===== config.mk =====
export PLATFORM = sky130hd
export DESIGN_NAME = victim_writeback_buffer
export DESIGN_NICKNAME = d
export VERILOG_FILES = /design/src/rtl/victim_writeback_buffer.sv
export SDC_FILE = /design/constraint.sdc
export NUM_CORES = 2
export LEC_CHECK = 0
export CAP_MARGIN = 15
export CORE_MARGIN = 3
export CORE_UTILIZATION = 45
export CTS_BUF_LIST = sky130_fd_sc_hd__clkbuf_16
export CTS_CLUSTER_DIAMETER = 100
export DETAILED_ROUTE_END_ITERATION = 16
export GPL_TIMING_DRIVEN = 0
export PLACE_DENSITY = 0.68
export SKIP_LAST_GASP = 1
export SLEW_MARGIN = 15
export SYNTH_ARGS = -nofsm -noshare
export SYNTH_HDL_FRONTEND = slang
export SYNTH_SLANG_ARGS = --single-unit

===== constraint.sdc =====
create_clock -name clk -period 21.3 [get_ports clk]
set_input_delay 3.195 -clock clk [delete_from_list [all_inputs] [get_ports clk]]
set_output_delay 3.195 -clock clk [all_outputs]
set_load 0.01 [all_outputs]

===== src/rtl/victim_writeback_buffer.sv =====
// Write-back buffer between the victim cache and physical memory: absorbs evicted
// lines, coalesces repeat writes, serves read hits and drains oldest-first when idle.
module victim_writeback_buffer #(
  parameter int DEPTH  = 4,
  parameter int ADDR_W = 16,
  parameter int LINE_W = 128
) (
  input  logic                     clk,
  input  logic                     reset,
  input  logic                     u_read,
  input  logic                     u_write,
  input  logic [ADDR_W-1:0]        u_address,
  input  logic [LINE_W-1:0]        u_wdata,
  output logic [LINE_W-1:0]        u_rdata,
  output logic                     u_resp,
  output logic                     pmem_read,
  output logic                     pmem_write,
  output logic [ADDR_W-1:0]        pmem_address,
  output logic [LINE_W-1:0]        pmem_wdata,
  input  logic [LINE_W-1:0]        pmem_rdata,
  input  logic                     pmem_resp,
  output logic                     full,
  output logic                     empty,
  output logic [$clog2(DEPTH):0]   count
);

  localparam int PTR_W = $clog2(DEPTH);
  localparam int CNT_W = PTR_W + 1;
  localparam int TAG_W = ADDR_W - 4;

  typedef enum logic [1:0] {IDLE, ACK, PMEM_READ, DRAIN} state_t;

  state_t             r_state;
  state_t             w_nextState;
  logic [DEPTH-1:0]   r_valid;
  logic [TAG_W-1:0]   r_tag  [DEPTH];
  logic [LINE_W-1:0]  r_data [DEPTH];
  logic [PTR_W-1:0]   r_head;
  logic [PTR_W-1:0]   r_tail;
  logic [CNT_W-1:0]   r_count;
  logic [LINE_W-1:0]  r_ackData;

  logic [TAG_W-1:0]   w_tag;
  logic               w_hit;
  logic [PTR_W-1:0]   w_hitIdx;
  logic               w_rdHit;
  logic               w_wrHit;
  logic               w_enq;
  logic               w_deq;

  assign w_tag = u_address[ADDR_W-1:4];
  assign full  = (r_count == CNT_W'(DEPTH));
  assign empty = (r_count == '0);
  assign count = r_count;

  // Coalescing guarantees at most one valid entry matches a given line.
  always_comb begin
    w_hit    = 1'b0;
    w_hitIdx = '0;
    for (int i = 0; i < DEPTH; i++) begin
      if (r_valid[i] && (r_tag[i] == w_tag)) begin
        w_hit    = 1'b1;
        w_hitIdx = PTR_W'(i);
      end
    end
  end

  always_ff @(posedge clk or posedge reset) begin
    if (reset) r_state <= IDLE;
    else       r_state <= w_nextState;
  end

  always_comb begin
    w_nextState = r_state;
    w_rdHit     = 1'b0;
    w_wrHit     = 1'b0;
    w_enq       = 1'b0;
    w_deq       = 1'b0;
    case (r_state)
      IDLE: begin
        if (u_read) begin
          if (w_hit) begin
            w_rdHit     = 1'b1;
            w_nextState = ACK;
          end else begin
            w_nextState = PMEM_READ;
          end
        end else if (u_write) begin
          if (w_hit) begin
            w_wrHit     = 1'b1;
            w_nextState = ACK;
          end else if (!full) begin
            w_enq       = 1'b1;
            w_nextState = ACK;
          end else begin
            w_nextState = DRAIN;
          end
        end else if (!empty) begin
          w_nextState = DRAIN;
        end
      end
      ACK:       w_nextState = IDLE;
      PMEM_READ: if (pmem_resp) w_nextState = IDLE;
      DRAIN: begin
        if (pmem_resp) begin
          w_deq       = 1'b1;
          w_nextState = IDLE;
        end
      end
      default:   w_nextState = IDLE;
    endcase
  end

  always_comb begin
    u_resp       = (r_state == ACK) || ((r_state == PMEM_READ) && pmem_resp);
    u_rdata      = '0;
    pmem_read    = (r_state == PMEM_READ);
    pmem_write   = (r_state == DRAIN);
    pmem_address = '0;
    pmem_wdata   = '0;
    if (r_state == ACK) begin
      u_rdata = r_ackData;
    end else if ((r_state == PMEM_READ) && pmem_resp) begin
      u_rdata = pmem_rdata;
    end
    if (r_state == PMEM_READ) begin
      pmem_address = u_address;
    end else if (r_state == DRAIN) begin
      pmem_address = {r_tag[r_head], 4'b0000};
      pmem_wdata   = r_data[r_head];
    end
  end

  // Enqueue happens only from IDLE and dequeue only from DRAIN, so they never collide.
  always_ff @(posedge clk or posedge reset) begin
    if (reset) begin
      r_valid   <= '0;
      r_head    <= '0;
      r_tail    <= '0;
      r_count   <= '0;
      r_ackData <= '0;
      for (int i = 0; i < DEPTH; i++) begin
        r_tag[i]  <= '0;
        r_data[i] <= '0;
      end
    end else begin
      if (w_rdHit) begin
        r_ackData <= r_data[w_hitIdx];
      end else if (w_wrHit || w_enq) begin
        r_ackData <= '0;
      end
      if (w_wrHit) begin
        r_data[w_hitIdx] <= u_wdata;
      end
      if (w_enq) begin
        r_valid[r_tail] <= 1'b1;
        r_tag[r_tail]   <= w_tag;
        r_data[r_tail]  <= u_wdata;
        r_tail          <= r_tail + PTR_W'(1);
        r_count         <= r_count + CNT_W'(1);
      end
      if (w_deq) begin
        r_valid[r_head] <= 1'b0;
        r_head          <= r_head + PTR_W'(1);
        r_count         <= r_count - CNT_W'(1);
      end
    end
  end

endmodule


* Yosys cells after proc, flatten, opt, wreduce, memory -nomap -nowiden
Index checks and enable logic that the tools add are counted.
** Word-level totals
- Logic and storage cells :: 124
- Input port bits :: 277
- Bits in registers :: 701
** Cells by class
- Add/subtract/negate cells :: 4
- Order comparisons :: 9
- Reductions and logical operators :: 17
- Mux-type cells :: 64
- Bitwise gates (word level) :: 6
- Equal/unequal tests :: 10
** Operator list (count)
- 128-bit two-way mux :: 12
- 512-bit bitwise mux :: 2
- 512-bit two-way mux :: 2
- 128-bit binary-select mux with 2-bit select :: 2
- 128-bit demux with 2-bit select :: 2
- 48-bit bitwise mux :: 1
- 12-bit == test :: 4
- 12-bit two-way mux :: 3
- 16-bit two-way mux :: 2
- 12-bit binary-select mux with 2-bit select :: 1
- 12-bit demux with 2-bit select :: 1
- 1-bit two-way mux :: 20
- 2-bit two-way mux :: 9
- 3-bit >= comparator (second input constant) :: 3
- 1-bit logical AND :: 9
- 2-bit NOT with 3-bit output :: 3
- 4-bit two-way mux :: 2
- 2-bit by 3-bit < comparator with 1-bit output (second input constant) :: 2
- 3-bit by 1-bit < comparator with 1-bit output (second input constant) :: 2
- 3-bit two-way mux :: 2
- 2-bit one-hot mux with 3 select lines :: 1
- 2-bit by 1-bit adder with 2-bit output (second input constant) :: 2
- 4-bit bitwise AND :: 1
- 1-bit demux with 2-bit select :: 2
- 16 further kinds :: 20

* Logic depth before layout (Yosys ltp)
- Word-level depth :: 14
- Gate-level depth with buffers :: 11
- Gate-level depth less buffers :: 7

* Worst setup path before layout
OpenSTA, ideal clock, no wires.
- Path type :: input port to output port
- Start point :: input pmem_resp
- End point :: output u_rdata[117]
- Stages on the path :: 4
- Slack :: 13.984 ns
- Arrival time :: 4.121 ns
- Cell sequence :: and2_1 > clkbuf_1 > clkbuf_1 > a22o_1
** On the way
- Cells in the longest elaborated chain, start to end :: 3
** RTL lines
- start, declared :: line 21 : input logic pmem_resp,
- 1-bit logical AND :: line 123 : end else if ((r_state == PMEM_READ) && pmem_resp) begin
- 128-bit two-way mux :: line 123
- 128-bit two-way mux :: line 121 : if (r_state == ACK) begin
- end, declared :: line 14 : output logic [LINE_W-1:0] u_rdata,
Every way passes these cells.

* Worst setup path after layout
- Start point :: input pmem_resp
- End point :: output u_rdata[84]
The elaborated chain is that of the path after synthesis.

==> metrics <==
Core ar.=about 0.08 sq mm; cts bufs inserted=79; most common cell in the netlist=dfrtp_1; crit path DAT=5.80 ns; H-tree Lvls=3; Slew @ Worst Pin=1.03 ns; CTS sink count=701; share of the synthesized area in the top cell type=between 40% and 50%; CTS Buffer Depth=3; total power=approximately 6 mW; async set-reset flop share out of synthesis=100%; vias in the first global route=30233; fin nets=3984; most used cell, CP=clkdlybuf4s50_1; Starting Density=45.8%; clock latency on the worst-skew pair=0.62 ns; # fillers=between 6000 and 7000; Yosys reg bits=701; worst stage delay on the critical path=between 0.5 and 0.6 ns; post-synth top area cell=dfrtp_1; row count=approximately 100; CP endpoint kind=output port; Root Buffer=clkbuf_16; post-route core utilization=between 50 and 60%; Cells after Synth=3047; synth cell count leaders=dfrtp_1 (701), mux2_2 (408), a22o_1 (256); GR peak layer=met2; grt ovf=0; Synth cell types=44; fmax=0.111 GHz; Synthesized Nets=3333; sequential fraction of the synthesis area=47.1%; met2 usage=47.3%; Ys Warns=0; Crit Path Max Fanout=10; final setup vio count=0; Worst Path Required=18.11 ns; final period utilization=42.3%; Post-synth EDFFs=0; GRT Total Usage=around 30%; drt first-iter violations=2531; TNS Setup=0 ns; status=finished clean; Setup Skew=about 0.022 ns; ys flop type=dfrtp_1; placed wire-length estimate=91.5 mm; Ports=about 560; Hold Vio Cnt, Final=0; DR WL/cell=26.9 microns; via count=29566; final wirelength=130 mm; RSZ-0062 raised after global routing=no; Final Max Slew Viols=0; post-CTS setup buffer count=0; global-route wire length before repair=194 mm; final period demand of the worst path=~9 ns; critical path class=input pin to output port; Max Cap Viol=0; worst vdd ir=0.0000779 V; CTS tree=yes; Mapped Avg Cell Area=12.2 sq um; Leak=between 15 and 20 nW; Routed Antenna Nets=0; initial antenna violation count=14; CTS Hold Bufs=0; Slowest-stage cell, CP=clkdlybuf4s50_1; Vias per Instance=6.12; post-cts resize count=0; crit-path cells=clkdlybuf4s50_1, and2_1, clkbuf_2, buf_16, clkbuf_1, a22o_1, clkdlybuf4s50_1; area added between synthesis and finish=26.3%; Cell Pwr Density=approximately 130 mW/mm^2; IO buf count=544; RD Place Congestion=0.853; HP Class=flip-flop to flip-flop; met3 Track Usage GR=6.96%; grt met1 use=39.7%; share of cells above drive strength 1=~22%; drt pass-1 iters=6; worst rel slew slack=31.1%; largest net degree at the start of global routing=37; die height=a little under 300 microns; die width=roughly 290 microns; synthesized area=0.0372 sq mm; crit start category=input pin; Clk pin slew, worst setup/hold paths=0.06 ns; top cells by area, synth=dfrtp_1 (47%), mux2_2 (12%), mux4_2 (8.5%); DIE AREA=between 0.08 and 0.09 sq mm; detailed-route DRC error count=0
layout by cell type (no fill, tap or decap), drive strengths merged, types with 2 or more instances in the layout:
master           n
o21ai            6
dfrtp          701
o31ai          129
a211oi         128
mux4           140
clkinv          33
nor2           137
inv             34
nor2b           14
nand3          137
nand4            8
xnor2           51
mux2           561
nor3             3
nand2          141
a22o           256
nor4           131
and3             2
and2           133
clkdlybuf4s50  544
ha               8
buf            168
clkinvlp         2
diode            9
a2bb2oi          4
or4              3
mux2i           13
bufinv           3
clkbuf         259
critical path, delay by kind of cell:
| family | cells | cell delay, ns |
|---|---|---|
| compound gates | 1 | 0.26 |
| buf+inv | 5 | 2.14 |
| simple gates | 1 | 0.16 |
per-layer routing:
metal  share of wire, %  up-vias
li1                   -    12845
met3                8.1      236
met2                 47     1218
met4                4.1       10
met5              0.050        -
met1                 41    15257
state kept, by name (all words and copies together) (netlist names):
name and flops:
r_head 2, r_tail 2, r_valid 4, r_tag 48, count 3, r_data 512, r_state 2, r_ackData 128
power breakdown:
group          total (mW)  internal [mW]  leakage [nW]  switching, mW
clock network        1.29          0.729          1.26          0.557
logic                2.52           1.32          9.14           1.21
registers            2.27           1.85          8.92          0.417
total                6.08           3.90          19.3           2.18
stage by stage:
stage	setup slack, ns	area, sq um	std cells	hold slack, ns
after global routing	12.17	47000	4821	0.517
after floorplan	8.51	37200	3047	0.474
after global placement	3.81	44000	4651	0.488
final	12.30	47000	4828	0.504
after detailed placement	12.23	44600	4677	0.494
after CTS	12.22	47000	4819	0.509
final cells by class:
class                   count  area [sq um]  area share [%]
flip-flops and latches    701         17500            37.3
well taps                1060          1330            2.82
plain buffers             319          1600            3.39
multi-input cells        2015         18100            38.4
repair buffers            570          6000            12.8
clock buffers              82          2050            4.37
diodes                      9          22.5          0.0479
clock inverters            60           344           0.732
inverters                  12          48.8           0.104
path summary, 6_finish.rpt:
check	slack [ns]	from	endpoint	cells past startpoint
min in group asynchronous	2.97	reset	r_ackData[104]	2
worst max register to register	17.70	r_head[1]	r_head[1]	8
worst min register to register	0.50	r_ackData[91]	r_ackData[91]	1
worst min-delay path	0.50	r_ackData[91]	r_ackData[91]	1
max in group asynchronous	16.78	reset	r_data[160]	7
worst max-delay path	12.30	pmem_resp	u_rdata[84]	7
cell families after synthesis:
group	after synthesis	share of synthesized area, %
AND/OR/NAND/NOR	712	9.70
XOR/XNOR	52	1.22
multiplexers	714	25.8
buffers and inverters	331	4.35
AO/OA/AOI/OAI	528	11.5
adder cells (fa/ha/maj)	9	0.323
flip-flops	701	47.1
Power figures use the tool's default switching activity.
